## src/rtl/uc_sequencer.sv

```systemverilog
// Microcode sequencer: picks the next ROM address and keeps a small
// register-based call stack for microcode subroutines.
module uc_sequencer #(
  parameter int ADDR_W = 8,
  parameter int DEPTH  = 4
) (
  input  logic                       clk,
  input  logic                       rst_n,
  input  logic [2:0]                 seq_op,
  input  logic [2:0]                 cond_sel,
  input  logic [ADDR_W-1:0]          target,
  input  logic [7:0]                 cond_flags,
  input  logic [ADDR_W-1:0]          disp_addr,
  input  logic                       stall,
  output logic [ADDR_W-1:0]          uaddr,
  output logic [ADDR_W-1:0]          upc,
  output logic [$clog2(DEPTH):0]     sp,
  output logic                       stk_err,
  output logic                       waiting
);

  localparam int IW  = $clog2(DEPTH);
  localparam int SPW = IW + 1;

  localparam logic [2:0] OP_NEXT = 3'd0;
  localparam logic [2:0] OP_JMP  = 3'd1;
  localparam logic [2:0] OP_JCC  = 3'd2;
  localparam logic [2:0] OP_JNC  = 3'd3;
  localparam logic [2:0] OP_CALL = 3'd4;
  localparam logic [2:0] OP_RET  = 3'd5;
  localparam logic [2:0] OP_DISP = 3'd6;
  localparam logic [2:0] OP_WAIT = 3'd7;

  logic [ADDR_W-1:0] upc_q;
  logic [SPW-1:0]    sp_q, sp_d;
  logic              stk_err_q, stk_err_d;
  logic [ADDR_W-1:0] stack_q [DEPTH];

  logic              cond;
  logic [ADDR_W-1:0] upc_inc;
  logic [SPW-1:0]    sp_dec;
  logic              push;
  logic [ADDR_W-1:0] uaddr_d;

  assign cond    = cond_flags[cond_sel];
  assign upc_inc = upc_q + ADDR_W'(1);
  assign sp_dec  = sp_q - SPW'(1);

  // Next-address decode; the stack pointer and error flag move with it.
  always_comb begin
    uaddr_d   = upc_inc;
    sp_d      = sp_q;
    stk_err_d = stk_err_q;
    push      = 1'b0;
    if (!rst_n) begin
      uaddr_d = '0;
    end else if (stall) begin
      uaddr_d = upc_q;
    end else begin
      case (seq_op)
        OP_NEXT: uaddr_d = upc_inc;
        OP_JMP:  uaddr_d = target;
        OP_JCC:  uaddr_d = cond ? target : upc_inc;
        OP_JNC:  uaddr_d = cond ? upc_inc : target;
        OP_CALL: begin
          uaddr_d = target;
          if (sp_q == SPW'(DEPTH)) begin
            stk_err_d = 1'b1;
          end else begin
            push = 1'b1;
            sp_d = sp_q + SPW'(1);
          end
        end
        OP_RET: begin
          if (sp_q == '0) begin
            uaddr_d   = '0;
            stk_err_d = 1'b1;
          end else begin
            uaddr_d = stack_q[sp_dec[IW-1:0]];
            sp_d    = sp_dec;
          end
        end
        OP_DISP: uaddr_d = disp_addr;
        OP_WAIT: uaddr_d = cond ? upc_inc : upc_q;
        default: uaddr_d = upc_inc;
      endcase
    end
  end

  always_ff @(posedge clk) begin
    if (!rst_n) begin
      upc_q     <= '0;
      sp_q      <= '0;
      stk_err_q <= 1'b0;
    end else begin
      upc_q     <= uaddr_d;
      sp_q      <= sp_d;
      stk_err_q <= stk_err_d;
    end
  end

  // Stack contents need no reset; only sp says which entries are live.
  always_ff @(posedge clk) begin
    if (rst_n && push) begin
      stack_q[sp_q[IW-1:0]] <= upc_inc;
    end
  end

  always_comb begin
    uaddr   = uaddr_d;
    upc     = upc_q;
    sp      = sp_q;
    stk_err = stk_err_q;
    waiting = rst_n && (seq_op == OP_WAIT) && !cond;
  end

endmodule

```

## config.mk

```make
export PLATFORM = sky130hd
export DESIGN_NAME = uc_sequencer
export DESIGN_NICKNAME = d
export VERILOG_FILES = /design/src/rtl/uc_sequencer.sv
export SDC_FILE = /design/constraint.sdc
export NUM_CORES = 1
export LEC_CHECK = 0
export BUFFER_PORTS_ARGS = -buffer_cell sky130_fd_sc_hd__buf_2
export CAP_MARGIN = 10
export CORE_AREA = 2 2 73 75
export CTS_CLUSTER_SIZE = 40
export DETAILED_ROUTE_END_ITERATION = 8
export DIE_AREA = 0 0 75 77
export PLACE_DENSITY = 0.88
export SLEW_MARGIN = 0
export SYNTH_ARGS = -nofsm -noshare
export SYNTH_HDL_FRONTEND = slang
export SYNTH_SLANG_ARGS = --single-unit
```

## constraint.sdc

```tcl
create_clock -name clk -period 3.2 [get_ports clk]
set_input_delay 0.16 -clock clk [delete_from_list [all_inputs] [get_ports clk]]
set_output_delay 0.16 -clock clk [all_outputs]
set_load 0.02 [all_outputs]
```

== Yosys cells after proc, flatten, opt, wreduce, memory -nomap -nowiden ==
Memory sizes are Yosys's and may differ from the RTL's.
Index checks and enable logic that the tools add are counted.
Widths: inputs -> output; s select.

* Add/sub/neg operators: 3
* Reductions and logical operators: 10
* Magnitude comparators: 1
* Bitwise logic cells: 1
* Mux-type cells: 21
* Eq/ne operators: 12

{| class="wikitable"
|+ Operator list
! operator !! count
|-
| $pmux 8 s7 || 1
|-
| $mux 8 || 6
|-
| $eq 3x3->1 const B || 5
|-
| $mux 1 || 9
|-
| $add 8x1->8 const B || 1
|-
| $ne 2x2->1 const B || 4
|-
| $reduce_and 4->1 || 2
|-
| $eq 3x2->1 const B || 2
|-
| $logic_not 3->1 || 2
|-
| $mux 3 || 2
|-
| $pmux 3 s2 || 1
|-
| $lt 3x4->1 const B || 1
|-
| $add 3x1->3 const B || 1
|-
| $bmux 1 s3 || 1
|-
| $eq 3x1->1 const B || 1
|-
| $logic_and 1x1->1 || 3
|-
| $sub 3x1->3 const B || 1
|-
| $pmux 1 s2 || 1
|-
| $reduce_bool 2->1 || 1
|-
| $reduce_or 2->1 || 1
|-
| $logic_not 1->1 || 1
|-
| $not 1->1 || 1
|}

* Flip-flop bits (word level): 12
* Bits of input ports: 33
* Bits in writable memories: 32
* Memories kept: 1
* Word-level logic and storage cells: 52

{| class="wikitable"
|+ Memory list
! name !! words !! bits a word !! read ports !! clocked after Yosys merged registers in !! write ports !! line !! RTL
|-
| stack_q || 4 || 8 || 1 || 0 || 1 || 37 || <nowiki>logic [ADDR_W-1:0] stack_q [DEPTH];</nowiki>
|}

== Depth between registers and ports, before layout ==
Gate-level depths: netlist of run 1.

* Depth after elaboration: 8
* Gate-level depth with buffers: 9
* Gate-level depth less buffers: 8

== Worst setup path before layout of run 1 ==
OpenSTA, ideal clock, no wires.

* Kind: reg2out
* From: register sp_q[0], in the netlist sp[0]
* To: output port uaddr[0]
* Path buffers: 2
* Slack: 0.452 ns
* Stages on the path, launching flop included: 10
* Arrival: 2.588 ns
* Required time: 3.040 ns
* Cells stage by stage: dfxtp_1 -> buf_2 -> inv_1 -> ha_1 -> clkbuf_1 -> mux4_2 -> inv_1 -> o221ai_1 -> a311oi_1 -> a211oi_1

* Longest elaborated chain between the ends: 6
* Elaborated cells on any way between the ends: 7
* Classes of those cells: add/sub (1); mux (4); reduce/logical (1); memory (1)

{| class="wikitable"
|+ Ends and longest elaborated chain
! what !! line !! RTL
|-
| start, declared || 35 || <nowiki>logic [SPW-1:0] sp_q, sp_d;</nowiki>
|-
| start signal, assigned || 97 || <nowiki>sp_q <= sp_d;</nowiki>
|-
| $sub 3x1->3 || 47 || <nowiki>assign sp_dec = sp_q - SPW'(1);</nowiki>
|-
| $mem_v2 4x8 || -- ||
|-
| $mux 8 * || 75 || <nowiki>if (sp_q == '0) begin</nowiki>
|-
| $pmux 8 s7 * || 60 || <nowiki>case (seq_op)</nowiki>
|-
| $mux 8 * || 57 || <nowiki>end else if (stall) begin</nowiki>
|-
| $mux 8 * || 55 || <nowiki>if (!rst_n) begin</nowiki>
|-
| end, declared || 15 || <nowiki>output logic [ADDR_W-1:0] uaddr,</nowiki>
|}

Mark *: on every way between the ends. The rest lies on a longest branch, timed or not.

== Final worst setup path of run 1 ==
* From: register sp_q[1], in the netlist sp[1]
* To: output port uaddr[1]

The elaborated chain is that of the path after synthesis.

==> results of run 1 <==
-- critical path: cells and delay by family, from the launching register on --
family,cells,cell delay (ns)
AOI/OAI and AO/OA,4,1.18
buffers and inverters,4,0.56
adders and majority gates,1,0.21
DFF,1,0.36
-- state kept, by name (all words and copies together), names as in the netlist --
| signal | cells |
|---|---|
| stack_q | 32 |
| upc | 8 |
| sp | 3 |
| stk_err | 1 |
-- cell type report --
type | instances | area share
multi-input cells | 180 | 0.433
well taps | 70 | 0.0282
clock inverters | 3 | 0.0137
flip-flops and latches | 44 | 0.387
clock buffers | 5 | 0.0222
repair buffers | 55 | 0.0904
inverters | 21 | 0.0254
-- worst max-delay path by stage --
stage	from	to	slack (ns)	cells past startpoint
floorplan	sp[0]$_SDFFE_PN0P_	uaddr[0]	0.45	9
global placement	seq_op[2]	stack_q[3][3]$_DFFE_PP_	0.65	5
detailed placement	seq_op[2]	stack_q[3][3]$_DFFE_PP_	0.51	5
CTS	sp[1]$_SDFFE_PN0P_	uaddr[1]	0.37	9
global route	sp[1]$_SDFFE_PN0P_	uaddr[1]	0.16	9
finish	sp[1]$_SDFFE_PN0P_	uaddr[1]	0.42	9
-- cell usage after synthesis (5+ instances only) --
library cell,n
xnor2_1,7
a21oi_1,9
nand2_1,19
o22ai_1,5
maj3_1,8
edfxtp_1,32
clkbuf_1,14
nor2_1,36
o31ai_1,6
nand3_1,8
a22o_1,8
ha_1,6
a221oi_1,5
inv_1,21
mux4_2,10
dfxtp_1,12
-- power groups by stage --
stage          clock network (W)  logic, W  registers, W
6_report                0.000432  0.000259      0.000646
5_1_grt                 0.000455  0.000283      0.000648
4_1_cts                 0.000437  0.000256      0.000645
3_5_place_dp                   0  0.000255      0.000658
3_3_place_gp                   0  0.000249      0.000658
2_1_floorplan                  0  0.000176      0.000660
-- layout by cell type, fill, tap and decap left out, drive strengths merged, types with 3 or more instances in the layout --
cell,n
buf,55
nor2,36
edfxtp,32
inv,21
nand2,19
dfxtp,12
mux4,10
a21oi,9
nand3,8
maj3,8
a22o,8
xnor2,8
o31ai,6
ha,6
o22ai,5
a221oi,5
clkbuf,5
o21a,4
a211oi,4
and2,4
o21ai,4
xor2,3
or3,3
o221ai,3
o211ai,3
a221o,3
nor3,3
-- cell families (layout without fill, tap and decap cells) --
logic type                 count (synthesis)  count (layout)  share of synthesized area
muxes                                     13              13                     0.0967
buffers and inverters                     39              84                     0.0553
AOI/OAI and AO/OA                         66              66                      0.184
and+or+nand+nor                           76              76                      0.121
adders and majority gates                 14              14                     0.0576
DFF                                       44              44                      0.446
xor gates and xnor gates                  11              11                     0.0386
-- through the flow --
stage	setup slack [ns]	cells	area [um2]
after floorplan	0.452	263	2690
after global placement	0.652	370	2990
after detailed placement	0.511	370	2990
after CTS	0.373	378	3100
after global routing	0.162	378	3100
final	0.420	378	3100
-- metal layers --
metal | share of wire | wire [um] | vias to the layer above
met5 | 0 | 0 | -
met3 | 0.097 | 620 | 19
met2 | 0.48 | 3050 | 140
met1 | 0.40 | 2540 | 1105
li1 | - | - | 1077
met4 | 0.028 | 177 | 0
==> results by group, run 1 <==
Status
  • Status: finished clean

Yosys
  • Synth area leader: edfxtp_1
  • Yosys cell types: 43
  • Yosys top cell area share: 0.357
  • Top_reg_cell synth: edfxtp_1
  • Synth Instances: 263
  • Sequential fraction of the synthesis area: 0.446
  • #FFs+latches synth: 44
  • Average size of a mapped cell: 10.2 um2
  • Post-synth ARST share: 0
  • Synth Cell Area: 2690 um2
  • Syn nets: 302
  • Yosys warns: 0
  • Post-synth EDFFs: 32
  • Top post-synthesis cells by area: edfxtp_1 (36%), dfxtp_1 (8.9%), mux4_2 (8.4%), nor2_1 (5.0%), maj3_1 (3.0%)

Setup path
  • WP data arrival: 2.62 ns
  • Delay of the slowest critical-path stage: 0.43 ns
  • Crit Path Class: flip-flop to output pin
  • CP required: 3.04 ns
  • Cell mode on critical path: inv_1
  • Critical path's slowest cell: a221oi_1
  • Worst setup SP type: flip-flop
  • Worst-path maximum fanout: 5
  • Worst path cell trace: inv_1, ha_1, inv_1, o21ai_0, inv_1, a221oi_1, o31ai_1, a22o_1, buf_2
  • Reg2Reg Capture Point: stack_q[3][4]$_DFFE_PP_
  • R2r startpoint: sp[1]$_SDFFE_PN0P_
  • Worst R2R Setup Slack: 0.91 ns
  • Reg2Reg Depth: 4
  • CP Capture Type: output pin

Drt
  • WL per Instance: 16.9 um
  • Drt via density: 6.19
  • Post-DRT Antenna Nets: 0
  • DRC viols: 0
  • Routed WL: 6390 um
  • Initial DRT Pass Iterations: 4
  • DRT iter0 DRCs: 225
  • DR vias: 2341

Job
  • Max-cap violations: 0

Global routing
  • Total grt overflow: 0
  • Global-route wire length before repair: 10300 um
  • Global Route met3 Usage: 0.0447
  • M2 GR Usage: 0.375
  • Vias in the first global route: 2206
  • Gr usage total: 0.234
  • Largest net degree at the start of global routing: 27
  • GR peak layer: met2
  • Initial antenna violation count: 0
  • Met1 Use GR: 0.303

Floorplanning
  • Initial Utilization: 0.541
  • Die Y: 77 um
  • Die width: 75 um
  • Die area: 5780 um2
  • Placement Rows: 26
  • Core area: 4980 um2
  • Io pins: 54

Clock network
  • Root Buffer: clkbuf_8
  • Postcts setup bufs: 0
  • Sink Count: 44
  • Cts repair resizes: 0
  • Clock Pin Slew Worst Setup and Hold Paths: 0.09 ns
  • CTS tree: built
  • Insertion delay to the later sink of the worst-skew pair: 0.31 ns
  • Hold_buf cts: 0
  • CTS buffer count: 5
  • Clk buf depth: 2
  • CTS H-Tree Depth: 2

STA
  • Hold Violations, Final: 0
  • Fin Setup TNS: 0 ns
  • Setup Viol. Count Final: 0
  • Relative slew slack: 0.458
  • Fin crit period: 2.78 ns
  • Slew at the pin closest to its max-slew limit: 0.792 ns
  • Fmax achieved: 360 MHz
  • Period utilization: 0.869
  • WHS: 0.222 ns
  • Slew Limit Fails: 0
  • Clock skew: 0.0111 ns
  • RSZ-0062 raised after global routing: false

Placed design
  • HPWL Detailed: 4850 um
  • Port-buffer cells: 53
  • RD Place Congestion: 0.902

Final layout
  • Antenna cells: 0
  • Syn-to-layout area delta: 15.2%
  • Util after Layout: 0.623
  • Fillcell total: 409
  • Footprint of the multi-input gates: 1340 um2
  • Fraction of layout cells with a size suffix above 1: 0.240
  • # nets final: 346
  • Register Area: 1200 um2

Min path
  • Hold Crit Class: input port to flip-flop
  • Hold depth: 2
  • Hold Startpoint: rst_n
  • Hold Path Sink: stk_err$_SDFFE_PN0P_

Power and ir drop
  • Comb pwr share: 0.193
  • Psw: 0.000376 W
  • Net Sw Frac: 0.281
  • Peak ir drop on the vdd network: 0.287 mV
  • PD cells: 431 nW/um2
  • Cell-internal power: 0.000961 W
  • Total power: 0.00134 W
  • Clk pwr share: 0.323
  • Leak pwr: 1.24 nW
  • Sequential power share: 0.483
No activity file was read; power rests on OpenSTA's default activity.
==> inputs of run 2 (changes only) <==
- GPL_TIMING_DRIVEN: default -> 0
==> run 2 against run 1 <==
Sequential power is 1% lower; sequential cell count unchanged; fmax shrank 6.7%; highest routed layer unchanged.
==> results by group, run 2 (synthesized netlist as in run 1, its figures left out) <==
Final layout
  • Antenna cells: 0
  • Commonest non-fill, non-tap cell in the layout: buf_2
  • # nets final: 359
  • Fraction of layout cells with a size suffix above 1: 0.227
  • Footprint of the multi-input gates: 1340 um2
  • Syn-to-layout area delta: 16.9%
  • Util after Layout: 0.632
  • Commonest non-fill, non-tap cells in the layout: buf_2 (52), nor2_1 (36), edfxtp_1 (32), inv_1 (21), nand2_1 (19)
  • Largest register FFs: 32
  • Register Area: 1200 um2
  • Fillcell total: 401

Min path
  • Hold Crit Class: input port to flip-flop

Drt
  • Initial DRT Pass Iterations: 5
  • DRC viols: 0
  • Drt via density: 6.19
  • Top layer in use: met4
  • Met2 wire len: 3230 um
  • Post-DRT Antenna Nets: 0
  • DR vias: 2419
  • Met1 Wirelength: 2850 um
  • DRT iter0 DRCs: 258
  • WL per Instance: 17.4 um
  • Routed WL: 6820 um
  • Metal3 WL: 594 um

Setup path
  • WP data arrival: 2.82 ns
  • CP Capture Type: output pin
  • Worst-path maximum fanout: 10
  • CP required: 3.04 ns
  • Worst setup SP type: flip-flop
  • Crit Path Class: flip-flop to output pin

Placed design
  • RD Place Congestion: 0.903
  • HPWL Detailed: 5130 um
  • Setup Slack @ Placement: 0.162 ns
  • Port-buffer cells: 51

STA
  • RSZ-0062 raised after global routing: false
  • Fmax achieved: 336 MHz
  • Fin crit period: 2.98 ns
  • Slew Limit Fails: 0
  • Setup Viol. Count Final: 0
  • Period utilization: 0.931
  • Relative slew slack: 0.437
  • Clock skew: 0.0115 ns
  • WHS: 0.181 ns
  • Final WS setup: 0.221 ns
  • Hold Violations, Final: 0
  • Slew at the pin closest to its max-slew limit: 0.824 ns
  • Fin Setup TNS: 0 ns

Global routing
  • Gr usage total: 0.248
  • Vias in the first global route: 2257
  • Total grt overflow: 0
  • Largest net degree at the start of global routing: 15
  • Initial antenna violation count: 0
  • Global-route wire length before repair: 10900 um

Power and ir drop
  • Total power: 0.00135 W
  • Leak pwr: 1.25 nW
  • Peak ir drop on the vdd network: 0.266 mV
  • PD cells: 428 nW/um2

Clock network
  • Insertion delay to the later sink of the worst-skew pair: 0.30 ns
  • CTS H-Tree Depth: 2
  • Clk buf depth: 2
  • CTS tree: built
  • CTS buffer count: 5
  • Sink Count: 44
  • Clock Pin Slew Worst Setup and Hold Paths: 0.08 ns
  • Root Buffer: clkbuf_8
  • Hold_buf cts: 0

Floorplanning
  • Die Y: 77 um
  • Die area: 5780 um2
  • Die width: 75 um
  • Core area: 4980 um2
  • Placement Rows: 26
  • Initial Utilization: 0.541
  • Io pins: 54

Status
  • Status: finished clean

Job
  • Max-cap violations: 0
## run 2: repair_timing
item | in CTS | in global routing
hold endpoints to repair | 0 | 0
setup buffers | 0 | 0
resized for setup | 0 | 2
endpoints found under the setup margin | 8 | 7
## run 2: where the power goes
group | total, W | internal, W | switching [W]
combinational | 0.000279 | 0.000107 | 0.000172
sequential | 0.000638 | 0.000626 | 0.0000113
clock | 0.000432 | 0.000231 | 0.000200
## run 2: path summary, 6_finish.rpt
path / start / to / slack, ns / cells past startpoint
worst max register to register: sp[0]$_SDFFE_PN0P_ / stack_q[0][0]$_DFFE_PP_ / 0.60 / 5
worst max-delay path: sp[0]$_SDFFE_PN0P_ / uaddr[4] / 0.22 / 10
worst min-delay path: rst_n / upc[4]$_SDFF_PN0_ / 0.18 / 2
worst min register to register: stk_err$_SDFFE_PN0P_ / stk_err$_SDFFE_PN0P_ / 0.48 / 1
## run 2: critical path, cell delays in order (launching register included)
cell and delay [ns]:
dfxtp_1 0.34, clkbuf_4 0.23, inv_1 0.13, ha_2 0.19, inv_1 0.06, o21ai_0 0.43, inv_1 0.23, a221oi_1 0.40
o31ai_1 0.16, a22o_1 0.19, buf_2 0.15
## run 2: final cells by class
class	instances	area share
flip-flops and latches	44	0.382
well taps	70	0.0278
clock inverters	3	0.0135
plain buffers	17	0.0219
clock buffers	5	0.0219
repair buffers	51	0.0811
inverters	21	0.0250
multi-input cells	180	0.427
## run 2: per-stage QoR
step                std cells  cell area [um2]
CTS                       391             3140
finish                    391             3150
global placement          384             3030
global route              391             3150
detailed placement        384             3030
floorplan                 263             2690
## run 2: routing by layer
| layer | track usage | vias up |
|---|---|---|
| li1 | - | 1101 |
| met1 | 0.349 | 1139 |
| met2 | 0.390 | 162 |
| met3 | 0.0460 | 17 |
| met4 | 0.0643 | 0 |
| met5 | 0 | - |
==> inputs of run 3 (changes only) <==
- ABC_AREA: default -> 1
- CORE_AREA: 2 2 73 75 -> 2 2 75 77
- DIE_AREA: 0 0 75 77 -> 0 0 77 79
- REMOVE_ABC_BUFFERS: default -> 1
==> run 3 against run 2 <==
Synthesized area up 7.6%; largest cell class unchanged; power increased by 3.5%; worst setup slack better by 0.070 ns; largest power group unchanged; clock skew decreased by 0.0026 ns; critical path depth rose by 3.
==> results by group, run 3 <==
Status
  • Status: finished clean

Yosys
  • Post-synth ARST share: 0
  • #FFs+latches synth: 44
  • Most frequent cell after synthesis: nand2_1
  • Sequential fraction of the synthesis area: 0.415
  • Synth area leader: edfxtp_1
  • Yosys top cell area share: 0.332
  • Synth Instances: 416
  • Synth Cell Area: 2900 um2
  • Yosys warns: 0
  • Top_reg_cell synth: edfxtp_1
  • Post-synth EDFFs: 32
  • Average size of a mapped cell: 6.96 um2
  • Yosys cell types: 26
  • Top post-synthesis cells by area: edfxtp_1 (33%), nand2_1 (16%), inv_1 (9.3%), dfxtp_1 (8.3%), o21ai_0 (6.1%)
  • Commonest cells post-synth: nand2_1 (126), inv_1 (72), nor2_1 (39), o21ai_0 (35), edfxtp_1 (32)

Clock network
  • Sink Count: 44
  • CTS tree: built
  • Clock Pin Slew Worst Setup and Hold Paths: 0.09 ns
  • Hold_buf cts: 0
  • Clk buf depth: 2
  • CTS H-Tree Depth: 2
  • Insertion delay to the later sink of the worst-skew pair: 0.31 ns
  • CTS buffer count: 5
  • Root Buffer: clkbuf_8

Floorplanning
  • Core area: 5340 um2
  • Die Y: 79 um
  • Die width: 77 um
  • Io pins: 54
  • Initial Utilization: 0.542
  • Placement Rows: 27
  • Die area: 6080 um2

Setup path
  • CP required: 3.04 ns
  • CP Capture Type: output pin
  • Worst R2R Setup Slack: 0.87 ns
  • Reg2Reg Depth: 12
  • Crit Path Class: flip-flop to output pin
  • WP data arrival: 2.75 ns
  • Worst-path maximum fanout: 21
  • Worst Setup SP: sp[0]$_SDFFE_PN0P_
  • Reg2Reg Capture Point: upc[6]$_SDFF_PN0_
  • Worst setup SP type: flip-flop
  • R2r startpoint: sp[0]$_SDFFE_PN0P_
  • CP Capture Point: uaddr[5]

Min path
  • Hold Crit Class: input port to flip-flop

Drt
  • Metal3 WL: 380 um
  • Top layer in use: met4
  • Routed WL: 6640 um
  • Initial DRT Pass Iterations: 5
  • Met2 wire len: 3360 um
  • DR vias: 2793
  • Met1 Wirelength: 2680 um
  • DRT iter0 DRCs: 197
  • Post-DRT Antenna Nets: 0
  • DRC viols: 0
  • WL per Instance: 12.3 um
  • Drt via density: 5.18

Power and ir drop
  • Sequential power share: 0.462
  • Peak ir drop on the vdd network: 0.233 mV
  • Total power: 0.00139 W
  • Net Sw Frac: 0.307
  • Leak pwr: 1.67 nW
  • Clk pwr share: 0.316
  • Psw: 0.000429 W
  • PD cells: 420 nW/um2
  • Cell-internal power: 0.000966 W
  • Comb pwr share: 0.222

Global routing
  • Total grt overflow: 0
  • Initial antenna violation count: 0
  • Gr usage total: 0.228
  • Largest net degree at the start of global routing: 27
  • Global-route wire length before repair: 11000 um
  • Vias in the first global route: 2639

Final layout
  • # nets final: 505
  • Syn-to-layout area delta: 14.6%
  • Post-route cell area: 3320 um2
  • Largest register FFs: 32
  • Fillcell total: 490
  • Antenna cells: 0
  • Commonest non-fill, non-tap cell in the layout: nand2_1
  • Footprint of the multi-input gates: 1350 um2
  • Commonest non-fill, non-tap cells in the layout: nand2_1 (126), inv_1 (72), buf_2 (53), nor2_1 (39), o21ai_0 (35)
  • Register Area: 1200 um2
  • Fraction of layout cells with a size suffix above 1: 0.161

STA
  • RSZ-0062 raised after global routing: false
  • Relative slew slack: 0.465
  • Period utilization: 0.909
  • Fmax achieved: 344 MHz
  • Fin crit period: 2.91 ns
  • Slew Limit Fails: 0
  • Clock skew: 0.00889 ns
  • Slew at the pin closest to its max-slew limit: 0.800 ns
  • Setup Viol. Count Final: 0
  • Hold Violations, Final: 0
  • Final WS setup: 0.291 ns

Placed design
  • Setup Slack @ Placement: -0.455 ns
  • HPWL Detailed: 4890 um
  • Port-buffer cells: 53
  • RD Place Congestion: 0.937
  • DP Area: 3190 um2

Job
  • Max-cap violations: 0
run 3: cell types whose count changed after synthesis, moves of 5 or more:
| cell | delta |
|---|---|
| o21ai_0 | +32 |
| nand3_1 | +18 |
| a22o_1 | -8 |
| xnor2_1 | -7 |
| clkbuf_1 | -11 |
| mux4_2 | -10 |
| a221oi_1 | -5 |
| nand2_2 | +5 |
| a21oi_1 | +19 |
| nand2_1 | +107 |
| inv_1 | +51 |
| maj3_1 | -8 |
| o31ai_1 | -6 |
run 3: cell type report:
cell class                 count  area share
multi-input combinational    286       0.407
sequential                    44       0.363
inverter                      76      0.0886
timing repair buffer          53      0.0799
tap                           72      0.0271
clock buffer                   5      0.0207
clock inverter                 3      0.0139
run 3: worst max-delay path, cell delays in order (launching register included):
cell	delay, ns
dfxtp_4	0.49
clkinv_4	0.18
ha_2	0.49
clkinvlp_4	0.25
nor2_1	0.13
o21ai_0	0.09
a21oi_1	0.21
nor2_1	0.08
nand2_1	0.08
inv_1	0.04
nand2_1	0.04
nand2_1	0.06
a21oi_1	0.12
buf_2	0.18
run 3: through the flow:
step / TNS [ns] / hold WS [ns] / utilization / instances
after floorplan: 0 / 0.292 / - / 406
after global placement: -2.29 / 0.438 / 0.598 / 531
after detailed placement: -3.83 / 0.450 / 0.598 / 531
after CTS: 0 / 0.246 / 0.621 / 539
after global routing: 0 / 0.271 / 0.622 / 539
final: 0 / 0.240 / 0.622 / 539
run 3: worst min path at each step:
stage / endpoint / startpoint / slack, ns / cells after the start
6_report: sp[2]$_SDFFE_PN0P_ / rst_n / 0.24 / 3
5_1_grt: sp[2]$_SDFFE_PN0P_ / rst_n / 0.27 / 3
4_1_cts: sp[2]$_SDFFE_PN0P_ / rst_n / 0.25 / 3
3_5_place_dp: stk_err$_SDFFE_PN0P_ / stk_err$_SDFFE_PN0P_ / 0.45 / 2
3_3_place_gp: stk_err$_SDFFE_PN0P_ / stk_err$_SDFFE_PN0P_ / 0.44 / 2
2_1_floorplan: stk_err$_SDFFE_PN0P_ / rst_n / 0.29 / 2
run 3: kinds of logic (layout without fill, tap and decap cells):
logic type | count (synthesis) | in the layout | synth area share
buffers and inverters | 86 | 137 | 0.120
adder cells (fa/ha/maj) | 6 | 6 | 0.0259
AO/OA/AOI/OAI | 72 | 72 | 0.131
AND/OR/NAND/NOR | 205 | 205 | 0.300
flip-flops | 44 | 44 | 0.415
XOR/XNOR | 3 | 3 | 0.00908
run 3: power by group through the flow:
stage	clock network [W]	registers [W]	logic, W
final	0.000441	0.000644	0.000309
after global placement	0	0.000657	0.000294
after global routing	0.000466	0.000647	0.000354
after floorplan	0	0.000668	0.000199
after CTS	0.000444	0.000645	0.000307
after detailed placement	0	0.000657	0.000302
run 3: repair_timing:
item	CTS	global route
cloned	0	0
gates resized for setup	4	2
hold endpoints to repair	0	0
buffers inserted	0	0
endpoints found under the setup margin	40	8
run 3: per-layer routing:
metal / up-vias / track usage
met2: 91 / 0.416
met1: 1259 / 0.253
met4: 0 / 0.134
li1: 1425 / -
met5: - / 0
met3: 18 / 0.0352
